## config.mk

```make
export PLATFORM = sky130hd
export DESIGN_NAME = pooling_unit
export DESIGN_NICKNAME = d
export VERILOG_FILES = /design/src/rtl/pooling_unit.sv
export SDC_FILE = /design/constraint.sdc
export NUM_CORES = 1
export LEC_CHECK = 0
export ABC_AREA = 1
export BUFFER_PORTS_ARGS = -buffer_cell sky130_fd_sc_hd__buf_2
export CAP_MARGIN = 20
export CORE_MARGIN = 2
export CORE_UTILIZATION = 25
export DETAILED_ROUTE_END_ITERATION = 8
export PLACE_DENSITY = 0.48
export SYNTH_ARGS = -nofsm -noshare
export SYNTH_HDL_FRONTEND = slang
export SYNTH_SLANG_ARGS = --single-unit
```

## constraint.sdc

```tcl
create_clock -name clk -period 5 [get_ports clk]
set_clock_uncertainty 0.2 [all_clocks]
set_input_delay 0.75 -clock clk [delete_from_list [all_inputs] [get_ports clk]]
set_output_delay 0.75 -clock clk [all_outputs]
set_load 0.1 [all_outputs]
```

## src/rtl/pooling_unit.sv

```systemverilog
// Multi-channel max/average pooling engine: accepts one window of SIZE samples per
// channel, scans it one sample per enabled cycle and presents one result per channel.
module pooling_unit #(
  parameter int IL   = 8,
  parameter int FL   = 12,
  parameter int SIZE = 4,
  parameter int CH   = 4
) (
  input  logic                     clk,
  input  logic                     rst_n,
  input  logic                     en,
  input  logic                     mode,
  input  logic [CH*SIZE*(IL+FL)-1:0] im,
  input  logic                     in_valid,
  output logic                     in_ready,
  output logic [CH*(IL+FL)-1:0]    om,
  output logic                     out_valid,
  input  logic                     out_ready
);
  localparam int DW = IL + FL;
  localparam int PW = (SIZE > 1) ? $clog2(SIZE) : 1;
  localparam int SH = $clog2(SIZE);
  localparam int AW = DW + PW;
  localparam logic [PW-1:0] PTR_LAST = PW'(SIZE - 1);
  // Most negative DW value, sign-extended to accumulator width.
  localparam logic [AW-1:0] ACC_MIN = {{(PW + 1){1'b1}}, {(DW - 1){1'b0}}};

  typedef enum logic [1:0] {IDLE, SCAN, HOLD} state_t;

  state_t                    state_q, state_d;
  logic [PW-1:0]             ptr_q, ptr_d;
  logic                      mode_q, mode_d;
  logic [CH*SIZE*DW-1:0]     win_q, win_d;
  logic signed [AW-1:0]      acc_q [CH];
  logic signed [AW-1:0]      acc_d [CH];
  logic [CH*DW-1:0]          om_q, om_d;
  logic                      out_valid_q, out_valid_d;

  logic signed [AW-1:0]      acc_upd [CH];
  logic [DW-1:0]             ch_res [CH];

  for (genvar gi = 0; gi < CH; gi++) begin : g_ch
    logic [DW-1:0]        samp;
    logic signed [AW-1:0] samp_x;

    assign samp   = win_q[(gi*SIZE + int'(ptr_q))*DW +: DW];
    assign samp_x = {{PW{samp[DW-1]}}, samp};
    assign acc_upd[gi] = mode_q ? (acc_q[gi] + samp_x)
                                : ((samp_x > acc_q[gi]) ? samp_x : acc_q[gi]);
    // Taking DW bits starting at SH is the arithmetic shift, i.e. floor division.
    assign ch_res[gi] = mode_q ? acc_upd[gi][SH +: DW] : acc_upd[gi][DW-1:0];
  end

  assign in_ready  = (state_q == IDLE) && en;
  assign out_valid = out_valid_q;
  assign om        = om_q;

  always_comb begin
    state_d     = state_q;
    ptr_d       = ptr_q;
    mode_d      = mode_q;
    win_d       = win_q;
    om_d        = om_q;
    out_valid_d = out_valid_q;
    for (int c = 0; c < CH; c++) acc_d[c] = acc_q[c];

    if (en) begin
      unique case (state_q)
        IDLE: begin
          if (in_valid) begin
            win_d   = im;
            mode_d  = mode;
            ptr_d   = '0;
            for (int c = 0; c < CH; c++) acc_d[c] = mode ? '0 : ACC_MIN;
            state_d = SCAN;
          end
        end
        SCAN: begin
          for (int c = 0; c < CH; c++) acc_d[c] = acc_upd[c];
          if (ptr_q == PTR_LAST) begin
            for (int c = 0; c < CH; c++) om_d[c*DW +: DW] = ch_res[c];
            ptr_d       = '0;
            out_valid_d = 1'b1;
            state_d     = HOLD;
          end else begin
            ptr_d = ptr_q + 1'b1;
          end
        end
        HOLD: begin
          if (out_ready) begin
            out_valid_d = 1'b0;
            state_d     = IDLE;
          end
        end
        default: state_d = IDLE;
      endcase
    end
  end

  always_ff @(posedge clk or negedge rst_n) begin
    if (!rst_n) begin
      state_q     <= IDLE;
      ptr_q       <= '0;
      mode_q      <= 1'b0;
      win_q       <= '0;
      om_q        <= '0;
      out_valid_q <= 1'b0;
      for (int c = 0; c < CH; c++) acc_q[c] <= '0;
    end else begin
      state_q     <= state_d;
      ptr_q       <= ptr_d;
      mode_q      <= mode_d;
      win_q       <= win_d;
      om_q        <= om_d;
      out_valid_q <= out_valid_d;
      for (int c = 0; c < CH; c++) acc_q[c] <= acc_d[c];
    end
  end
endmodule

```

==> summary.txt, run 1 <==
Global routing
  – GRT Overall Usage: about a fifth
  – Vias in the first global route: 30,100
  – First-pass GRT wire length: 189,000 microns
  – Overflow after GRT: 0
  – Largest net degree at the start of global routing: 189
  – Initial antenna violation count: 19

CTS
  – Clock latency at the later pin of the worst-skew pair: 0.69 ns
  – CTS tree: built
  – Root Buffer: clkbuf_16
  – CTS clk-pin slew, worst paths: about 0.06 ns
  – Num CTS Buffers: 61
  – Sink Count: a little under 500
  – Maximum clock insertion buffer count: 3
  – H-tree Lvls: 2
  – Post-CTS Setup Bufs: 0
  – Post-CTS sizing: 0

STA
  – RSZ-0062 raised after global routing: false
  – Hold Violations, Final: 0
  – Final WS setup: 0.531 ns
  – Fin. max-slew vios: 0
  – Final Critical Period: around 4.5 ns
  – Setup TNS: 0 ns
  – Tcrit/Tclk final: between 80 and 90%
  – Worst slew margin: ~36%
  – Setup violations, final: 0
  – Hold_ws: between 0.06 and 0.07 ns
  – Slew @ Worst Pin: 0.956 ns
  – Max Clock Freq: 224 MHz

Critical path
  – Worst setup SP type: flop
  – Worst reg2reg path endpoint: om[70]
  – Worst Path Required: around 5.4 ns
  – WS Path Type: flop to flop
  – Reg2reg setup slack: about 0.53 ns
  – Reg2reg path depth: 19
  – CP max FO: 36
  – R2R Path Start: ptr_q[0]
  – CP Capture Type: flop
  – CP arrival: 4.90 ns

Hold path
  – Worst Hold Depth: 3
  – HP Class: input pin to flop
  – Hold path startpoint: im[71]
  – Hold Path Sink: win_q[71]

Yosys
  – Top cell type's share of synthesized area: 39.7%
  – Cell area after synthesis: 0.0311 sq mm
  – Post-Synth Simple-Gate Area: 36.1%
  – Post-synthesis compound-gate area fraction: 8.72%
  – Cell taking the most area after synthesis: dfrtp_1
  – Post-synth top cells: nand2_1 (2,221), dfrtp_1 (494), inv_1 (405)
  – Avg Inst Size Synth: 6.82 sq um
  – Post-Synth Adder-Cell Area: 7.25%
  – Synth async-reset ratio: 100%
  – Synth warnings: 0
  – Top post-synthesis cells by area: dfrtp_1 (40%), nand2_1 (27%), ha_1 (7.0%), inv_1 (4.9%), nand3_1 (4.0%)
  – Most common cell in the netlist: nand2_1
  – Syn Nets: 5,070
  – Largest family of logic cells by synthesized area: simple AND/OR/NAND/NOR gates
  – Netlist cell types: 44
  – Top FF cell, synth: dfrtp_1
  – Post-synthesis register bit count: slightly below 500
  – Post-synthesis xor/xnor area fraction: 0.113%
  – Cells after Synth: approximately 4,600
  – Register area share after synthesis: 39.7%
  – Mux cell area share after synthesis: 0%
  – Number of flops mapped to enable cells by yosys: 0

Placed design
  – DP Wirelength: around 94,000 microns
  – IO Port Bufs: 407
  – Placer Congestion: 0.934
  – Post-place setup slack: 0.594 ns

Cells and area
  – Fraction of layout cells with a size suffix above 1: 13.4%
  – Synthesis-to-layout area growth: 19.9%
  – Filler instances: 13,900
  – Final nets: 5,450
  – Final core occ: 30.2%

Routing
  – Routed wire length: 125,000 microns
  – Vias per cell: approximately 4.6
  – Vias post-DR: 30,400
  – 1st-iter DRT viols: 2,229
  – Final ANT Viol Nets: 0
  – DR pass1 iterations: 6
  – DRC viols: 0
  – Routed len/inst: 18.9 microns

Floorplan
  – Die Y: 357 microns
  – Die area: 0.127 sq mm
  – Die Wd: 357 microns
  – Io pins: around 400
  – Initial Util: ~25%
  – Row count: ~130
  – Core outline area: 0.124 sq mm

Status
  – Outcome: finished, final reports clean

Flow run
  – Max Cap Violations: 0
registers in the layout, summed over array words and instances (netlist names):
register and flops:
win_q 320, acc_q 88, om 80, ptr_q 2, state_q 2, mode_q 1, out_valid 1
timing repair:
item / in CTS / in global routing
endpoints found under the setup margin: 0 / 0
hold buffers: 1 / 0
endpoints found under the hold margin: 54 / 0
worst max-delay path: stages (launching register included):
cell	delay, ns
dfrtp_4	0.51
inv_6	0.29
buf_12	0.28
buf_4	0.19
nand2_1	0.06
a32oi_1	0.53
ha_1	0.42
nand2_1	0.16
inv_1	0.07
nand3_1	0.08
nand2_1	0.05
nor2_1	0.20
nand3_2	0.11
nand2_1	0.08
nand3_2	0.50
nand2_1	0.22
nand3_1	0.11
nand2_1	0.13
nand2_1	0.07
nand2_1	0.07
metal layers:
metal | global-route usage (%) | part of all wire (%)
met5 | 0 | 0.11
met4 | 3.61 | 1.4
met3 | 2.67 | 4.8
met2 | 29.0 | 42
met1 | 29.5 | 52
through the flow:
stage               cell area, sq um  instances
floorplan                      31100       4566
global placement               35300       6519
detailed placement             35300       6519
CTS                            37300       6630
global route                   37300       6635
finish                         37300       6637
layout make-up:
class / count / area [sq um] / share of cell area, %
Antenna cell: 7 / 17.5 / 0.0470
Clock buffer: 90 / 1780 / 4.76
Clock inverter: 20 / 223 / 0.597
Inverter: 411 / 1560 / 4.19
Multi-Input combinational cell: 3459 / 16300 / 43.6
Sequential cell: 494 / 12400 / 33.2
Tap cell: 1637 / 2050 / 5.49
Timing Repair Buffer: 519 / 3040 / 8.15
cells by family after synthesis:
family / Yosys count
xor gates and xnor gates: 4
adders and majority gates: 178
DFF: 494
AOI/OAI and AO/OA: 462
buffers and inverters: 613
and+or+nand+nor: 2815
how the worst max path moves through the flow:
stage,start,endpoint,slack [ns],cells past startpoint
detailed placement,ptr_q[0],om[73],0.59,19
global route,ptr_q[1],om[71],0.18,20
floorplan,ptr_q[1],om[13],1.85,18
CTS,ptr_q[0],om[70],0.57,19
finish,ptr_q[0],om[70],0.53,19
global placement,ptr_q[0],acc_q[19],0.55,20
placed cells by master, fill, tap and decap left out, drive strengths merged, types with 7 or more instances in the layout:
cell type | Yosys | routed
dfrtp | 494 | 494
a21o | 11 | 11
inv | 411 | 413
ha | 174 | 174
nor2 | 227 | 227
nand4 | 24 | 24
clkbuf | 70 | 90
or2 | 14 | 14
diode | 0 | 7
o21ai | 113 | 113
nor4 | 7 | 7
buf | 132 | 518
a32oi | 76 | 76
clkinv | 0 | 12
a21boi | 9 | 9
nand3 | 261 | 261
o21bai | 11 | 11
a21oi | 226 | 226
nor3 | 45 | 45
nand2 | 2232 | 2232
Power of run 1 is left out: the tool's default activity adds up to more than one toggle a clock period on the data nets, which glitch-free logic cannot reach.
==> run 2: changes to the inputs <==
--- a/config.mk
+++ b/config.mk
@@ -9,9 +9,9 @@
 export BUFFER_PORTS_ARGS = -buffer_cell sky130_fd_sc_hd__buf_2
 export CAP_MARGIN = 20
 export CORE_MARGIN = 2
-export CORE_UTILIZATION = 25
+export CORE_UTILIZATION = 35
 export DETAILED_ROUTE_END_ITERATION = 8
-export PLACE_DENSITY = 0.48
+export PLACE_DENSITY = 0.6
 export SYNTH_ARGS = -nofsm -noshare
 export SYNTH_HDL_FRONTEND = slang
 export SYNTH_SLANG_ARGS = --single-unit
==> run 2 against run 1 <==
Effect of this change: first-iteration DRC count up 11%; die area decreased by 28%; setup slack lost 0.12 ns; sequential cell count is the same; design area is 2.3% lower; critical path depth shrank 2; maximum frequency down 2.7%; register-to-register slack worse by 0.12 ns; critical path type unchanged; largest cell class unchanged.
==> summary.txt, run 2 (synthesis gave the netlist of run 1 again) <==
Status
  – Outcome: finished, final reports clean

Cells and area
  – Commonest non-fill, non-tap cells in the layout: nand2_1 (2,221), dfrtp_1 (492), buf_2 (406)
  – Largest Register: win_q
  – Filler instances: 9,331
  – Max reg flops: 320
  – Commonest non-fill, non-tap cell in the layout: nand2_1
  – Final nets: 5,413
  – Synthesis-to-layout area growth: 17.1%
  – Fraction of layout cells with a size suffix above 1: 12.9%

Routing
  – Routed wire length: between 100,000 and 150,000 microns
  – Vias per cell: 5.02
  – Routed len/inst: approximately 19 microns
  – DR pass1 iterations: 6
  – Vias post-DR: 30,800
  – Final ANT Viol Nets: 0
  – 1st-iter DRT viols: 2,478
  – DRC viols: 0

STA
  – Final Critical Period: between 4 and 5 ns
  – RSZ-0062 raised after global routing: false
  – Hold Violations, Final: 0
  – Worst slew margin: 26.3%
  – Max Clock Freq: 218 MHz
  – Setup TNS: 0 ns
  – Fin. max-slew vios: 0
  – Slew @ Worst Pin: between 1 and 1.5 ns
  – Final WS setup: 0.409 ns
  – Setup violations, final: 0
  – Tcrit/Tclk final: between 90% and 100%

Critical path
  – WS Path Type: flop to flop
  – R2R Path Start: ptr_q[1]
  – Worst reg2reg path endpoint: om[55]
  – Reg2reg setup slack: 0.41 ns
  – CP max FO: 70
  – CP Capture Type: flop
  – CP arrival: about 5.0 ns
  – Worst setup SP type: flop
  – Worst Path Required: 5.37 ns
  – Reg2reg path depth: 17

Floorplan
  – Die Y: 302 microns
  – Initial Util: 35.3%
  – Io pins: 408
  – Row count: 109
  – Die Wd: 302 microns
  – Die area: between 0.09 and 0.1 sq mm
  – Core outline area: 0.0882 sq mm

CTS
  – Post-CTS Setup Bufs: 0
  – Maximum clock insertion buffer count: 3
  – Clock latency at the later pin of the worst-skew pair: 0.64 ns
  – CTS tree: built
  – Num CTS Buffers: 56
  – Post-CTS Hold Fix Bufs: 1
  – Sink Count: 494
  – CTS clk-pin slew, worst paths: 0.06 ns
  – H-tree Lvls: 2
  – Post-CTS sizing: 0
  – Root Buffer: clkbuf_16

Hold path
  – Worst Hold Depth: 3
  – HP Class: input pin to flop
  – Hold Path Sink: win_q[125]
  – Hold path startpoint: im[125]

Flow run
  – Max Cap Violations: 0

Global routing
  – First-pass GRT wire length: about 180,000 microns
  – Initial antenna violation count: 15
  – Largest net degree at the start of global routing: 124
  – GRT Overall Usage: between 20% and 30%
  – Overflow after GRT: 0
  – Vias in the first global route: between 20,000 and 30,000

Placed design
  – Post-place setup slack: around 0.56 ns
  – Placer Congestion: 1.02
  – IO Port Bufs: 407
  – DP Wirelength: 85,900 microns
-- run 2: cell types whose count changed in the layout (fill, tap and decap cells not counted) --
cell	previous run	this run
clkinv_16	1	0
clkinvlp_4	4	5
buf_12	12	14
clkinv_4	4	1
clkbuf_16	62	57
bufinv_16	2	6
diode_2	7	8
inv_6	4	2
clkbuf_1	16	10
clkinv_2	7	10
inv_16	1	2
buf_4	99	65
clkbuf_8	12	13
-- run 2: cell type report --
cell class	instances	area, sq um	area share, %
Antenna cell	8	20.0	0.0549
Clock buffer	80	1640	4.51
Clock inverter	23	312	0.855
Inverter	411	1560	4.29
Multi-Input combinational cell	3459	16300	44.6
Sequential cell	494	12400	33.9
Tap cell	1165	1460	4.00
Timing Repair Buffer	487	2830	7.75
-- run 2: worst max-delay path: stages (launching register included) --
cell	delay, ns
dfrtp_1	0.47
inv_6	0.45
a21oi_1	0.08
a32oi_1	0.85
ha_1	0.47
nand2_1	0.13
inv_1	0.06
nand2_1	0.08
nand2_1	0.05
a21oi_1	0.27
nand3_2	0.12
nand2_1	0.08
nand3_2	0.49
nand2_1	0.20
nand3_1	0.18
nand2_1	0.15
nand2_1	0.06
nand2_1	0.09
-- run 2: layer usage --
layer | vias up | track usage [%] | routed length, microns
li1 | 15100 | - | -
met5 | - | 0.569 | 133
met1 | 14600 | 36.7 | 54900
met2 | 949 | 37.0 | 48900
met4 | 12 | 6.35 | 2810
met3 | 164 | 4.55 | 7900
-- run 2: through the flow --
step                cell area, sq um  util, %  std cells  hold slack [ns]
CTS                            36400     41.3       6119           0.0858
floorplan                      31100        -       4566            0.237
global route                   36500     41.3       6127            0.108
global placement               34500     39.1       6015            0.250
detailed placement             34500     39.1       6015            0.253
finish                         36500     41.3       6127            0.116
-- run 2: worst max path at each step --
| stage | slack (ns) | endpoint | start | depth (start not counted) |
|---|---|---|---|---|
| global route | 0.21 | om[37] | ptr_q[0] | 19 |
| global placement | 0.61 | om[55] | ptr_q[0] | 17 |
| floorplan | 1.85 | om[13] | ptr_q[1] | 18 |
| detailed placement | 0.56 | om[55] | ptr_q[0] | 17 |
| finish | 0.41 | om[55] | ptr_q[1] | 17 |
| CTS | 0.51 | om[55] | ptr_q[1] | 17 |
Power of run 2 is left out for the same reason.
